`config.mk`:
```
export PLATFORM = sky130hd
export DESIGN_NAME = draw_port_arbiter
export DESIGN_NICKNAME = d
export VERILOG_FILES = /design/src/rtl/draw_arb_pkg.sv /design/src/rtl/draw_port_arbiter_rr_pick.sv /design/src/rtl/draw_port_arbiter.sv
export SDC_FILE = /design/constraint.sdc
export NUM_CORES = 1
export LEC_CHECK = 0
export CORE_MARGIN = 2
export CORE_UTILIZATION = 44
export DETAILED_ROUTE_END_ITERATION = 8
export PLACE_DENSITY_LB_ADDON = 0.2
export SKIP_CTS_REPAIR_TIMING = 1
export SLEW_MARGIN = 10
export SYNTH_ARGS = -nofsm -noshare
export SYNTH_HDL_FRONTEND = slang
export SYNTH_SLANG_ARGS = --single-unit
```
`constraint.sdc`:
```
create_clock -name clk -period 5.1 [get_ports clk]
set_clock_uncertainty 0.05 [all_clocks]
set_input_delay 1.02 -clock clk [delete_from_list [all_inputs] [get_ports clk]]
set_output_delay 1.02 -clock clk [all_outputs]
set_load 0.05 [all_outputs]
```
`src/rtl/draw_arb_pkg.sv`:
```
// rtl/draw_arb_pkg.sv - shared types and constants for the VGA draw port arbiter
package draw_arb_pkg;

  typedef enum logic [1:0] {
    IDLE    = 2'd0,
    BUSY    = 2'd1,
    RELEASE = 2'd2
  } arb_state_t;

  localparam int SCREEN_W = 160;
  localparam int SCREEN_H = 120;

  localparam int REQ_START     = 0;
  localparam int REQ_MAP       = 1;
  localparam int REQ_CAR_DRAW  = 2;
  localparam int REQ_CAR_ERASE = 3;

  localparam int DEF_NUM_REQ        = REQ_CAR_ERASE + 1;
  localparam int DEF_X_W            = $clog2(SCREEN_W);
  localparam int DEF_Y_W            = $clog2(SCREEN_H);
  localparam int DEF_COLOUR_W       = 3;
  localparam int DEF_TIMEOUT_CYCLES = 20000;

endpackage

```
`src/rtl/draw_port_arbiter_rr_pick.sv`:
```
// rtl/draw_port_arbiter_rr_pick.sv - combinational round-robin picker
module rr_pick #(
  parameter int NUM_REQ = 4,
  parameter int PTR_W   = 2
) (
  input  logic [NUM_REQ-1:0] req,
  input  logic [PTR_W-1:0]   ptr,
  output logic [NUM_REQ-1:0] winner,
  output logic               valid
);

  logic [PTR_W-1:0] idx;

  // Scan starts one past the last owner so the last owner is checked last.
  always_comb begin
    winner = '0;
    valid  = 1'b0;
    idx    = '0;
    for (int i = 1; i <= NUM_REQ; i++) begin
      idx = PTR_W'((int'(ptr) + i) % NUM_REQ);
      if (!valid && req[idx]) begin
        winner[idx] = 1'b1;
        valid       = 1'b1;
      end
    end
  end

endmodule

```
`src/rtl/draw_port_arbiter.sv`:
```
// rtl/draw_port_arbiter.sv - round-robin owner of the VGA write port
// Optional watchdog revoke enabled by DRAW_ARB_TIMEOUT_EN.
module draw_port_arbiter
  import draw_arb_pkg::*;
#(
  parameter int NUM_REQ        = DEF_NUM_REQ,
  parameter int X_W            = DEF_X_W,
  parameter int Y_W            = DEF_Y_W,
  parameter int COLOUR_W       = DEF_COLOUR_W,
  parameter int TIMEOUT_CYCLES = DEF_TIMEOUT_CYCLES
) (
  input  logic                         clk,
  input  logic                         resetn,
  input  logic [NUM_REQ-1:0]           req,
  input  logic [NUM_REQ-1:0]           done,
  input  logic [NUM_REQ*X_W-1:0]       req_x,
  input  logic [NUM_REQ*Y_W-1:0]       req_y,
  input  logic [NUM_REQ*COLOUR_W-1:0]  req_colour,
  input  logic [NUM_REQ-1:0]           req_plot,
  output logic [NUM_REQ-1:0]           grant,
  output logic                         busy,
  output logic [X_W-1:0]               vga_x,
  output logic [Y_W-1:0]               vga_y,
  output logic [COLOUR_W-1:0]          vga_colour,
  output logic                         vga_plot,
  output logic                         timeout_err
);

  localparam int PTR_W = (NUM_REQ > 1) ? $clog2(NUM_REQ) : 1;

  arb_state_t           state;
  logic [PTR_W-1:0]     ptr;
  logic [PTR_W-1:0]     pick_idx;
  logic [NUM_REQ-1:0]   pick_winner;
  logic                 pick_valid;

  logic [X_W-1:0]       sel_x;
  logic [Y_W-1:0]       sel_y;
  logic [COLOUR_W-1:0]  sel_colour;
  logic                 sel_plot;
  logic                 sel_done;
  logic                 sel_req;

  rr_pick #(
    .NUM_REQ (NUM_REQ),
    .PTR_W   (PTR_W)
  ) u_rr_pick (
    .req    (req),
    .ptr    (ptr),
    .winner (pick_winner),
    .valid  (pick_valid)
  );

  always_comb begin
    pick_idx = '0;
    for (int i = 0; i < NUM_REQ; i++) begin
      if (pick_winner[i]) pick_idx = PTR_W'(i);
    end
  end

  // ptr doubles as the owner index while BUSY, so only the owner is muxed.
  always_comb begin
    sel_x      = '0;
    sel_y      = '0;
    sel_colour = '0;
    sel_plot   = 1'b0;
    sel_done   = 1'b0;
    sel_req    = 1'b0;
    for (int i = 0; i < NUM_REQ; i++) begin
      if (ptr == PTR_W'(i)) begin
        sel_x      = req_x[i*X_W +: X_W];
        sel_y      = req_y[i*Y_W +: Y_W];
        sel_colour = req_colour[i*COLOUR_W +: COLOUR_W];
        sel_plot   = req_plot[i];
        sel_done   = done[i];
        sel_req    = req[i];
      end
    end
  end

`ifdef DRAW_ARB_TIMEOUT_EN
  localparam int CNT_W = (TIMEOUT_CYCLES > 2) ? $clog2(TIMEOUT_CYCLES) : 1;

  logic [CNT_W-1:0] to_cnt;
  logic             to_err;
  logic             to_hit;

  assign to_hit      = (to_cnt == CNT_W'(TIMEOUT_CYCLES - 1));
  assign timeout_err = to_err;
`else
  assign timeout_err = 1'b0;
`endif

  always_ff @(posedge clk) begin
    if (!resetn) begin
      state      <= IDLE;
      ptr        <= PTR_W'(NUM_REQ - 1);
      grant      <= '0;
      busy       <= 1'b0;
      vga_x      <= '0;
      vga_y      <= '0;
      vga_colour <= '0;
      vga_plot   <= 1'b0;
`ifdef DRAW_ARB_TIMEOUT_EN
      to_cnt     <= '0;
      to_err     <= 1'b0;
`endif
    end else begin
      case (state)
        IDLE: begin
          vga_plot <= 1'b0;
          if (pick_valid) begin
            grant <= pick_winner;
            busy  <= 1'b1;
            ptr   <= pick_idx;
            state <= BUSY;
`ifdef DRAW_ARB_TIMEOUT_EN
            to_cnt <= '0;
`endif
          end
        end
        BUSY: begin
          vga_x      <= sel_x;
          vga_y      <= sel_y;
          vga_colour <= sel_colour;
          vga_plot   <= sel_plot;
          if (sel_done || !sel_req) begin
            grant <= '0;
            busy  <= 1'b0;
            state <= RELEASE;
          end
`ifdef DRAW_ARB_TIMEOUT_EN
          else if (to_hit) begin
            grant  <= '0;
            busy   <= 1'b0;
            to_err <= 1'b1;
            state  <= RELEASE;
          end else begin
            to_cnt <= to_cnt + 1'b1;
          end
`endif
        end
        RELEASE: begin
          grant    <= '0;
          busy     <= 1'b0;
          vga_plot <= 1'b0;
`ifdef DRAW_ARB_TIMEOUT_EN
          to_err   <= 1'b0;
`endif
          state    <= IDLE;
        end
        default: state <= IDLE;
      endcase
    end
  end

endmodule

```
### Word-level counts from Yosys, hierarchy flattened

Index checks and enable logic that the tools add are counted.

| word-level totals | value |
|---|---|
| register bits after elaboration | 28 |
| input port bits | 86 |
| output and inout bits | 25 |
| logic and storage cells | 111 |

| cells by class | value |
|---|---|
| equality and inequality tests | 7 |
| bitwise logic cells | 3 |
| order comparisons | 8 |
| reduce and logical (&&, ||, !) cells | 20 |
| multiplexer cells | 61 |
| add/subtract/negate cells | 4 |

Operators with widths:

| kind | count |
|---|---|
| 8-bit 2-to-1 mux | 4 |
| 7-bit 2-to-1 mux | 4 |
| 1-bit 2-to-1 mux | 27 |
| 4-bit 2-to-1 mux | 6 |
| 2-bit by 3-bit less-than comparator with 1-bit output, second input constant | 4 |
| 3-bit 2-to-1 mux | 4 |
| 4-bit OR | 3 |
| 4-bit one-hot mux with 3 select lines | 1 |
| 1-bit binary-select mux with 2-bit select | 4 |
| 1-bit demux with 2-bit select | 4 |
| 2-bit by 1-bit >= comparator with 1-bit output, second input constant | 4 |
| 2-bit 2-to-1 mux | 4 |
| 1-bit logical AND | 7 |
| 2-bit == test, second input constant | 3 |
| 2-bit by 1-bit adder with 2-bit output, second input constant | 2 |
| 2-bit adder, second input constant | 2 |
| 2-bit by 1-bit == test with 1-bit output, second input constant | 2 |
| 1-bit zero test | 4 |
| 2-bit zero test | 2 |
| 2-bit inequality test, second input constant | 2 |
| 2-bit one-hot mux with 2 select lines | 1 |
| 2-bit AND reduction | 2 |
| 1-bit one-hot mux with 3 select lines | 1 |
| 3-bit AND reduction | 1 |
| 5 further kinds | 5 |

### Logic depth before layout (Yosys ltp)

Gate-level depths: netlist of run 1.

| depth | value |
|---|---|
| word-level depth | 16 |
| mapped depth | 10 |
| mapped depth without buffers | 8 |

### Cells and area by module

Synthesis of run 1 repeated with hierarchy kept, for this count alone.

| unflattened totals | value |
|---|---|
| cells, all modules | 197 |
| area total of the unflattened synthesis | 2,167.1 µm² |

By module, submodules not included:

| module | instances | sequential area each (µm²) | cells an instance | area each (µm²) |
|---|---|---|---|---|
| draw_port_arbiter | 1 | 560.5 | 149 | 1,751.7 |
| rr_pick | 1 | 0.0 | 48 | 415.4 |

### Least setup slack after synthesis of run 1

OpenSTA, ideal clock, no wires.

| timing | value |
|---|---|
| kind | flip-flop to flip-flop |
| start | register ptr[0] |
| end | register ptr[0] |
| data required time | 4.928 ns |
| path slack | 2.411 ns |
| arrival | 2.517 ns |
| stages on the path, launching flop included | 10 |
| cell sequence | dfxtp_1 > buf_2 > inv_1 > ha_1 > mux2i_1 > o22ai_1 > a2111oi_4 > a2bb2oi_2 > nor2_1 > o32a_1 |

| between the ends | value |
|---|---|
| longest elaborated chain between the ends | 16 |
| elaborated cells on any way between the ends | 53 |
| classes of those cells | 4 x add/sub; 8 x order compare; 27 x mux; 3 x bitwise; 11 x reduce/logical |

Ends and longest elaborated chain:

| element | RTL line | source |
|---|---|---|
| start, declared | draw_port_arbiter.sv:32 | `logic [PTR_W-1:0] ptr;` |
| start signal, assigned | draw_port_arbiter.sv:97 | `ptr <= PTR_W'(NUM_REQ - 1);` |
| start signal, assigned | draw_port_arbiter.sv:115 | `ptr <= pick_idx;` |
| parallel branches: the longest is 16 deep, another holds 2-bit by 3-bit less-than comparator with 1-bit output | n/a |  |

Several ways; the timed one is not identified. The select of a mux whose other input is x is not followed.
A chain may end at the register's enable or synchronous reset.

### Final worst setup path of run 1

| timing | value |
|---|---|
| start | register ptr[0] |
| end | register busy |

| between the ends | value |
|---|---|
| longest elaborated chain between the ends | 15 |
| elaborated cells on any way between the ends | 39 |
| classes of those cells | 4 x add/sub; 5 x eq/ne; 20 x mux; 10 x reduce/logical |

Ends and longest elaborated chain:

| element | RTL line | source |
|---|---|---|
| 2-bit by 1-bit adder with 2-bit output | draw_port_arbiter_rr_pick.sv:20 | `idx = PTR_W'((int'(ptr) + i) % NUM_REQ);` |
| 1-bit binary-select mux with 2-bit select | draw_port_arbiter_rr_pick.sv:21 | `if (!valid && req[idx]) begin` |
| 1-bit 2-to-1 mux (not written as such) | draw_port_arbiter_rr_pick.sv:21 |  |
| 1-bit 2-to-1 mux | draw_port_arbiter_rr_pick.sv:21 |  |
| 1-bit zero test | draw_port_arbiter_rr_pick.sv:21 |  |
| 1-bit logical AND | draw_port_arbiter_rr_pick.sv:21 |  |
| 1-bit 2-to-1 mux | draw_port_arbiter_rr_pick.sv:21 |  |
| 1-bit zero test | draw_port_arbiter_rr_pick.sv:21 |  |
| 1-bit logical AND | draw_port_arbiter_rr_pick.sv:21 |  |
| 1-bit 2-to-1 mux | draw_port_arbiter_rr_pick.sv:21 |  |
| 1-bit zero test | draw_port_arbiter_rr_pick.sv:21 |  |
| 1-bit logical AND | draw_port_arbiter_rr_pick.sv:21 |  |
| 1-bit 2-to-1 mux | draw_port_arbiter_rr_pick.sv:21 |  |
| 2-bit inequality test (no source line) | n/a |  |
| 3-bit AND reduction (no source line) * | n/a |  |
| end signal, assigned | draw_port_arbiter.sv:99 | `busy <= 1'b0;` |
| end signal, assigned | draw_port_arbiter.sv:114 | `busy <= 1'b1;` |
| end signal, assigned | draw_port_arbiter.sv:129 | `busy <= 1'b0;` |
| end, declared | draw_port_arbiter.sv:21 | `output logic busy,` |

Every way passes the cells marked *; elsewhere a longest branch is shown, timed or not. The select of a mux whose other input is x is not followed.

==> reports/qor.csv, run 1 <==
stage;metric;value;unit
drt;met3 wire length;527;um
setup_path;worst path bufs/invs;0;
synthesis;Synthesis Warnings;0;
synthesis;Simple-Gate Fraction of Synth Area;17.90;%
drt;TritonRoute pass-1 iters;4;
job;Max Cap Violations;0;
timing;period utilization;65.62;%
grt;largest net degree at the start of global routing;38;
setup_path;CP arrival;3.48;ns
power_and_ir_drop;LEAKAGE;1.384;nW
power_and_ir_drop;overall power;0.001768;W
timing;RSZ-0062 raised after global routing;false;
synthesis;Most used DFF post-synth;dfxtp_1;
status;outcome;finished clean;
place;gpl congestion;0.8944;
place;dpl hpwl;4.963;mm
synthesis;fraction of the yosys area taken by sequential cells;24.99;%
synthesis;Netlist cell types;56;
synthesis;Synth Area in Compound Gates;36.92;%
synthesis;Post-Syn Area;0.002243;mm^2
grt;vias in the first global route;2204;
setup_path;Crit-path slowest cell;ha_1;
setup_path;critical-path cell list;ha_1, nand4bb_1, a21oi_1, o311ai_2, nand3b_1, mux2i_1, and2_1;
synthesis;Syn Area/Cell;8.695;um^2
synthesis;async set-reset flop share out of synthesis;0;%
floorplanning;initial core utilization;46.57;%
synthesis;Synth top cells by count;nand2_1, dfxtp_1;
place;IO buf count;109;
timing;Slew @ Worst Pin;1.064;ns
drt;DRC;0;
drt;DR iter-0 viols;117;
drt;wire length on met2;3.336;mm
floorplanning;die area;0.005686;mm^2
timing;TNS Setup;0;ns
power_and_ir_drop;pwr dens;527.1;mW/mm^2
place;cell count after placement;412;
floorplanning;Die H;75.41;um
setup_path;Crit path depth;7;
clock_network;CTS Root Cell;clkbuf_8;
finish;Layout area overhead;49.47;%
clock_network;H-tree depth;1;
setup_path;critical path class;register to register;
synthesis;Area contributors post-synth;dfxtp_1, a221o_1, o211a_1;
setup_path;R2R depth;7;
grt;Remaining Overflow, GRT;0;
setup_path;startpoint class of the critical path;register;
drt;Final ANT Viol Nets;0;
grt;first-pass GRT wire length;10.52;mm
clock_network;CTS sink cnt;28;
synthesis;xor and xnor fraction of the mapped netlist area;0;%
synthesis;area share of fa/ha/maj cells after synthesis;7.808;%
hold_path;Hold Path Class;register to register;
timing;FMAX;298.8;MHz
timing;Final Hold Fails;0;
floorplanning;num ports;111;
finish;final non-filler cell total;416;
grt;initial antenna violation count;0;
synthesis;mux cell area share after synthesis;3.793;%
drt;wl on met1;3.056;mm
drt;vias per cell;5.736;
setup_path;delay-heaviest family, CP;adder cells;
timing;Slew headroom;28.84;%
drt;vias;2386;
finish;Antenna Cells;0;
clock_network;Clock Latency Late Sink;0.28;ns
setup_path;CP peak stage delay;0.93;ns
synthesis;syn_nets;358;
synthesis;Post-synth EDFFs;0;
synthesis;largest family of logic cells by synthesized area;compound AO/OA/AOI/OAI gates;
drt;Routed WL;7.003;mm
setup_path;CP Capture Type;register;
setup_path;CP max FO;27;
timing;worst hold slack;0.4207;ns
finish;layout net count;450;
drt;Max Used Layer;met4;
finish;share of cells above drive strength 1;6.017;%
synthesis;count leader, synth;nand2_1;
floorplanning;row count;25;
synthesis;cell taking the most area after synthesis;dfxtp_1;
timing;max-slew violations;0;
timing;# setup viols final;0;
clock_network;CTS tree;built;
clock_network;clock transition at the registers of the reported paths;0.10;ns
clock_network;Num CTS Buffers;3;
synthesis;Gate Count Post-Synth;258;
timing;min Tclk post-route;3.347;ns
floorplanning;Die Wd;75.41;um
grt;total track usage;23.59;%
synthesis;Seq cells post-synth;28;
floorplanning;Core ar.;0.004817;mm^2
clock_network;clk buf depth;2;
synthesis;top cell type's share of synthesized area;24.99;%
power_and_ir_drop;Max VDD drop;0.3832;mV
drt;WL/cell;16.83;um
hold_path;Hold Path Cell Cnt;2;
setup_path;Critical Path RT;5.23;ns
-- per-layer routing --
layer	up-vias	global-route usage, %
met3	6	3.439
met1	1131	30.81
li1	1166	-
met5	-	0
met4	0	6.043
met2	83	40.87
-- cells by family after synthesis --
logic type      count (synthesis)
compound gates                100
fa+ha+maj                      14
buf+inv                        33
flops                          28
mux                             7
other cells                     1
simple gates                   75
-- path summary, 6_finish.rpt --
kind	slack, ns	to	from
worst min-delay path	0.42	grant[3]	grant[3]
worst max register to register	1.75	busy	ptr[0]
worst min register to register	0.42	grant[3]	grant[3]
worst max-delay path	1.75	busy	ptr[0]
-- tightest hold or removal path, delay by kind of cell (launching register included) --
family | cells | cell delay [ns]
AO/OA/AOI/OAI | 1 | 0.05
flip-flops | 1 | 0.33
AND/OR/NAND/NOR | 1 | 0.06
-- placed cells by master (no fill, tap or decap), types with 2 or more instances in the layout --
cell	synthesis	layout
a21oi_1	7	7
mux2i_1	4	4
inv_1	7	7
buf_4	2	3
and2_1	3	3
nor2b_2	3	3
nor2b_1	3	3
nand3_1	3	3
clkdlybuf4s50_1	0	109
o211a_1	18	18
nor3_1	3	3
clkbuf_8	4	3
o211ai_1	18	18
o22ai_1	3	3
dfxtp_1	28	28
nor2_1	7	7
nor3b_1	2	2
nand2b_1	5	5
ha_1	14	14
nand3b_1	4	4
nand2_1	30	30
a221o_1	18	18
o21ai_1	2	2
mux2_2	2	2
nor4_1	2	2
and3_1	2	2
o21ai_0	18	18
and3_2	2	2
-- where the power goes --
| part | internal, W | leakage (nW) | total, W | switching (W) |
|---|---|---|---|---|
| Sequential | 0.000303 | 0.231 | 0.000372 | 0.0000695 |
| Combinational | 0.000491 | 1.12 | 0.00121 | 0.000724 |
| Clock | 0.000105 | 0.0357 | 0.000181 | 0.0000759 |
| Total | 0.000898 | 1.38 | 0.00177 | 0.000869 |
-- per-stage QoR --
| stage | utilization (%) | area (um^2) | setup WS [ns] |
|---|---|---|---|
| 2_1_floorplan | - | 2243 | 2.411 |
| 3_3_place_gp | 68.13 | 3282 | 1.783 |
| 3_5_place_dp | 68.13 | 3282 | 1.769 |
| 4_1_cts | 69.61 | 3353 | 1.793 |
| 5_1_grt | 69.61 | 3353 | 1.456 |
| 6_report | 69.61 | 3353 | 1.753 |
-- state kept, by name (all words and copies together), names as in the netlist --
signal,flops
vga_plot,1
vga_colour,3
grant,4
ptr,2
state,2
vga_y,7
busy,1
vga_x,8
-- layout make-up --
class / instances / area [um^2]
multi-input cells: 197 / 1494
fillers: 425 / 1464
repair buffers: 112 / 1114
flip-flops and latches: 28 / 560.5
well taps: 67 / 83.83
clock buffers: 3 / 41.29
clock inverters: 1 / 30.03
inverters: 8 / 30.03
Note: power is estimated with default switching activity, not from simulation.
==> run 2: changes to the inputs <==
--- a/config.mk
+++ b/config.mk
@@ -6,7 +6,7 @@
 export NUM_CORES = 1
 export LEC_CHECK = 0
 export CORE_MARGIN = 2
-export CORE_UTILIZATION = 44
+export CORE_UTILIZATION = 37
 export DETAILED_ROUTE_END_ITERATION = 8
 export PLACE_DENSITY_LB_ADDON = 0.2
 export SKIP_CTS_REPAIR_TIMING = 1
==> constraint.sdc (replaced) <==
create_clock -name clk -period 2.7 [get_ports clk]
set_clock_uncertainty 0.05 [all_clocks]
set_input_delay 0.54 -clock clk [delete_from_list [all_inputs] [get_ports clk]]
set_output_delay 0.54 -clock clk [all_outputs]
set_load 0.05 [all_outputs]
==> run 2 against run 1 <==
- global-route usage fell by 3.2 points
- sequential share of layout area fell by 0.79 points
- wire length rose by 2.7%
- die area rose by 18%
- combinational power rose by 100%
- clock power rose by 46%
- sequential power rose by 77%
- hold slack got worse by 0.0054 ns
- critical path type is now input port to register
- largest power group unchanged
==> reports/qor.csv, run 2 (synthesis gave the netlist of run 1 again) <==
stage;metric;value;unit
grt;largest net degree at the start of global routing;37;
timing;max-slew violations;0;
drt;DR iter-0 viols;83;
power_and_ir_drop;pwr dens;966.2;mW/mm^2
drt;vias per cell;5.463;
grt;vias in the first global route;2132;
setup_path;Crit-path slowest cell;mux4_2;
finish;Antenna Cells;0;
grt;initial antenna violation count;0;
timing;Final Hold Fails;0;
clock_network;Num CTS Buffers;3;
timing;TNS Setup;0;ns
setup_path;reg-to-reg startpoint;ptr[1];
place;Area after DPL;0.003465;mm^2
finish;design area;0.003520;mm^2
finish;Largest regs;vga_x x8, vga_y x7, grant x4;
finish;layout net count;473;
timing;period utilization;93.87;%
drt;Final ANT Viol Nets;0;
setup_path;Crit path depth;5;
place;gpl congestion;0.8501;
timing;Slew @ Worst Pin;0.5476;ns
grt;total track usage;20.34;%
drt;WL/cell;16.10;um
setup_path;CP arrival;2.66;ns
clock_network;CTS tree;built;
finish;max reg flops;8;
finish;register bank with the most flops;vga_x;
timing;FMAX;394.6;MHz
setup_path;CP peak stage delay;0.59;ns
drt;DRC;0;
clock_network;H-tree depth;1;
finish;Layout area overhead;56.89;%
place;dpl hpwl;5.537;mm
timing;Slew headroom;63.38;%
setup_path;delay-heaviest family, CP;compound AO/OA/AOI/OAI gates;
finish;most common cell after layout, fill and taps aside;clkdlybuf4s50_1;
timing;# setup viols final;0;
finish;fill count;536;
hold_path;Hold Path Class;register to register;
finish;share of cells above drive strength 1;11.83;%
drt;vias;2442;
floorplanning;die area;0.006702;mm^2
timing;RSZ-0062 raised after global routing;false;
floorplanning;Die H;81.87;um
setup_path;critical-path cell list;clkdlybuf4s50_1, mux4_2, a2111oi_0, o2bb2ai_1, o32a_1;
drt;TritonRoute pass-1 iters;4;
power_and_ir_drop;Max VDD drop;0.6001;mV
clock_network;clk buf depth;2;
floorplanning;num ports;111;
setup_path;reg2reg end;ptr[0];
setup_path;R2R depth;7;
setup_path;CP Capture Type;register;
floorplanning;Die Wd;81.87;um
finish;most frequent cells in the layout;clkdlybuf4s50_1, nand2_1, dfxtp_1;
grt;first-pass GRT wire length;10.81;mm
setup_path;Critical Path End;ptr[0];
grt;Remaining Overflow, GRT;0;
setup_path;Reg2Reg Setup Slack;0.22;ns
place;IO buf count;109;
clock_network;CTS Root Cell;clkbuf_8;
setup_path;worst path bufs/invs;1;
floorplanning;initial core utilization;38.12;%
setup_path;CP Launch Point;req[3];
job;Max Cap Violations;0;
timing;min Tclk post-route;2.534;ns
clock_network;clock transition at the registers of the reported paths;0.09;ns
clock_network;CTS sink cnt;28;
status;outcome;finished clean;
power_and_ir_drop;LEAKAGE;1.490;nW
setup_path;Critical Path RT;2.82;ns
timing;worst hold slack;0.4152;ns
clock_network;Clock Latency Late Sink;0.28;ns
setup_path;critical path class;input port to register;
setup_path;startpoint class of the critical path;input port;
floorplanning;row count;28;
floorplanning;Core ar.;0.005886;mm^2
setup_path;CP max FO;8;
drt;Routed WL;7.195;mm
==> run 2: cell types whose count changed in the layout (fill, tap and decap cells not counted) <==
cell       previous run  this run
buf_4                 3        26
clkbuf_8              3         4
bufinv_16             1         0
==> run 2: where the power goes <==
group          switching [W]  total [W]  internal (W)
clock network       0.000133   0.000264      0.000131
logic                0.00144    0.00248       0.00104
registers          0.0000862   0.000658      0.000572
total                0.00166    0.00340       0.00174
==> run 2: layer usage <==
| metal | track usage (%) | wire length, um |
|---|---|---|
| met2 | 34.15 | 3326 |
| met1 | 26.56 | 3168 |
| met5 | 0 | 0 |
| met4 | 3.000 | 43 |
| met3 | 5.495 | 657 |
==> run 2: worst min path at each step <==
stage | start | end | slack (ns) | cells past startpoint
final | grant[3] | grant[3] | 0.42 | 2
after global routing | grant[3] | grant[3] | 0.43 | 2
after CTS | grant[3] | grant[3] | 0.42 | 2
after detailed placement | grant[3] | grant[3] | 0.40 | 2
after global placement | grant[3] | grant[3] | 0.41 | 2
after floorplan | state[0] | state[0] | 0.49 | 2
==> run 2: through the flow <==
| step | instances | worst slack, ns | total power (W) | util (%) |
|---|---|---|---|---|
| floorplan | 258 | 0.01088 | 0.002382 | - |
| global placement | 443 | -0.05357 | 0.003107 | 58.86 |
| detailed placement | 443 | -0.1227 | 0.003139 | 58.86 |
| CTS | 447 | 0.1961 | 0.003418 | 59.80 |
| global route | 447 | 0.04559 | 0.003638 | 59.80 |
| finish | 447 | 0.1656 | 0.003401 | 59.80 |
==> run 2: area by class of cell <==
type                            instances  area (um^2)  area share [%]
Timing Repair Buffer                  135         1286           36.54
Inverter                                8        30.03          0.8532
Clock buffer                            4        55.05           1.564
Sequential cell                        28        560.5           15.93
Tap cell                               75        93.84           2.666
Multi-Input combinational cell        197         1494           42.45
==> run 2: tightest hold or removal path: cells and delay by family (launching register included) <==
family	cells	cell delay [ns]
flops	1	0.32
compound gates	1	0.05
simple gates	1	0.06
==> run 3: changes to the inputs <==
--- a/config.mk
+++ b/config.mk
@@ -5,6 +5,7 @@
 export SDC_FILE = /design/constraint.sdc
 export NUM_CORES = 1
 export LEC_CHECK = 0
+export CAP_MARGIN = 0
 export CORE_MARGIN = 2
 export CORE_UTILIZATION = 37
 export DETAILED_ROUTE_END_ITERATION = 8
==> results of run 3 <==
Final layout, timing and power as in run 2 (identical DEF).
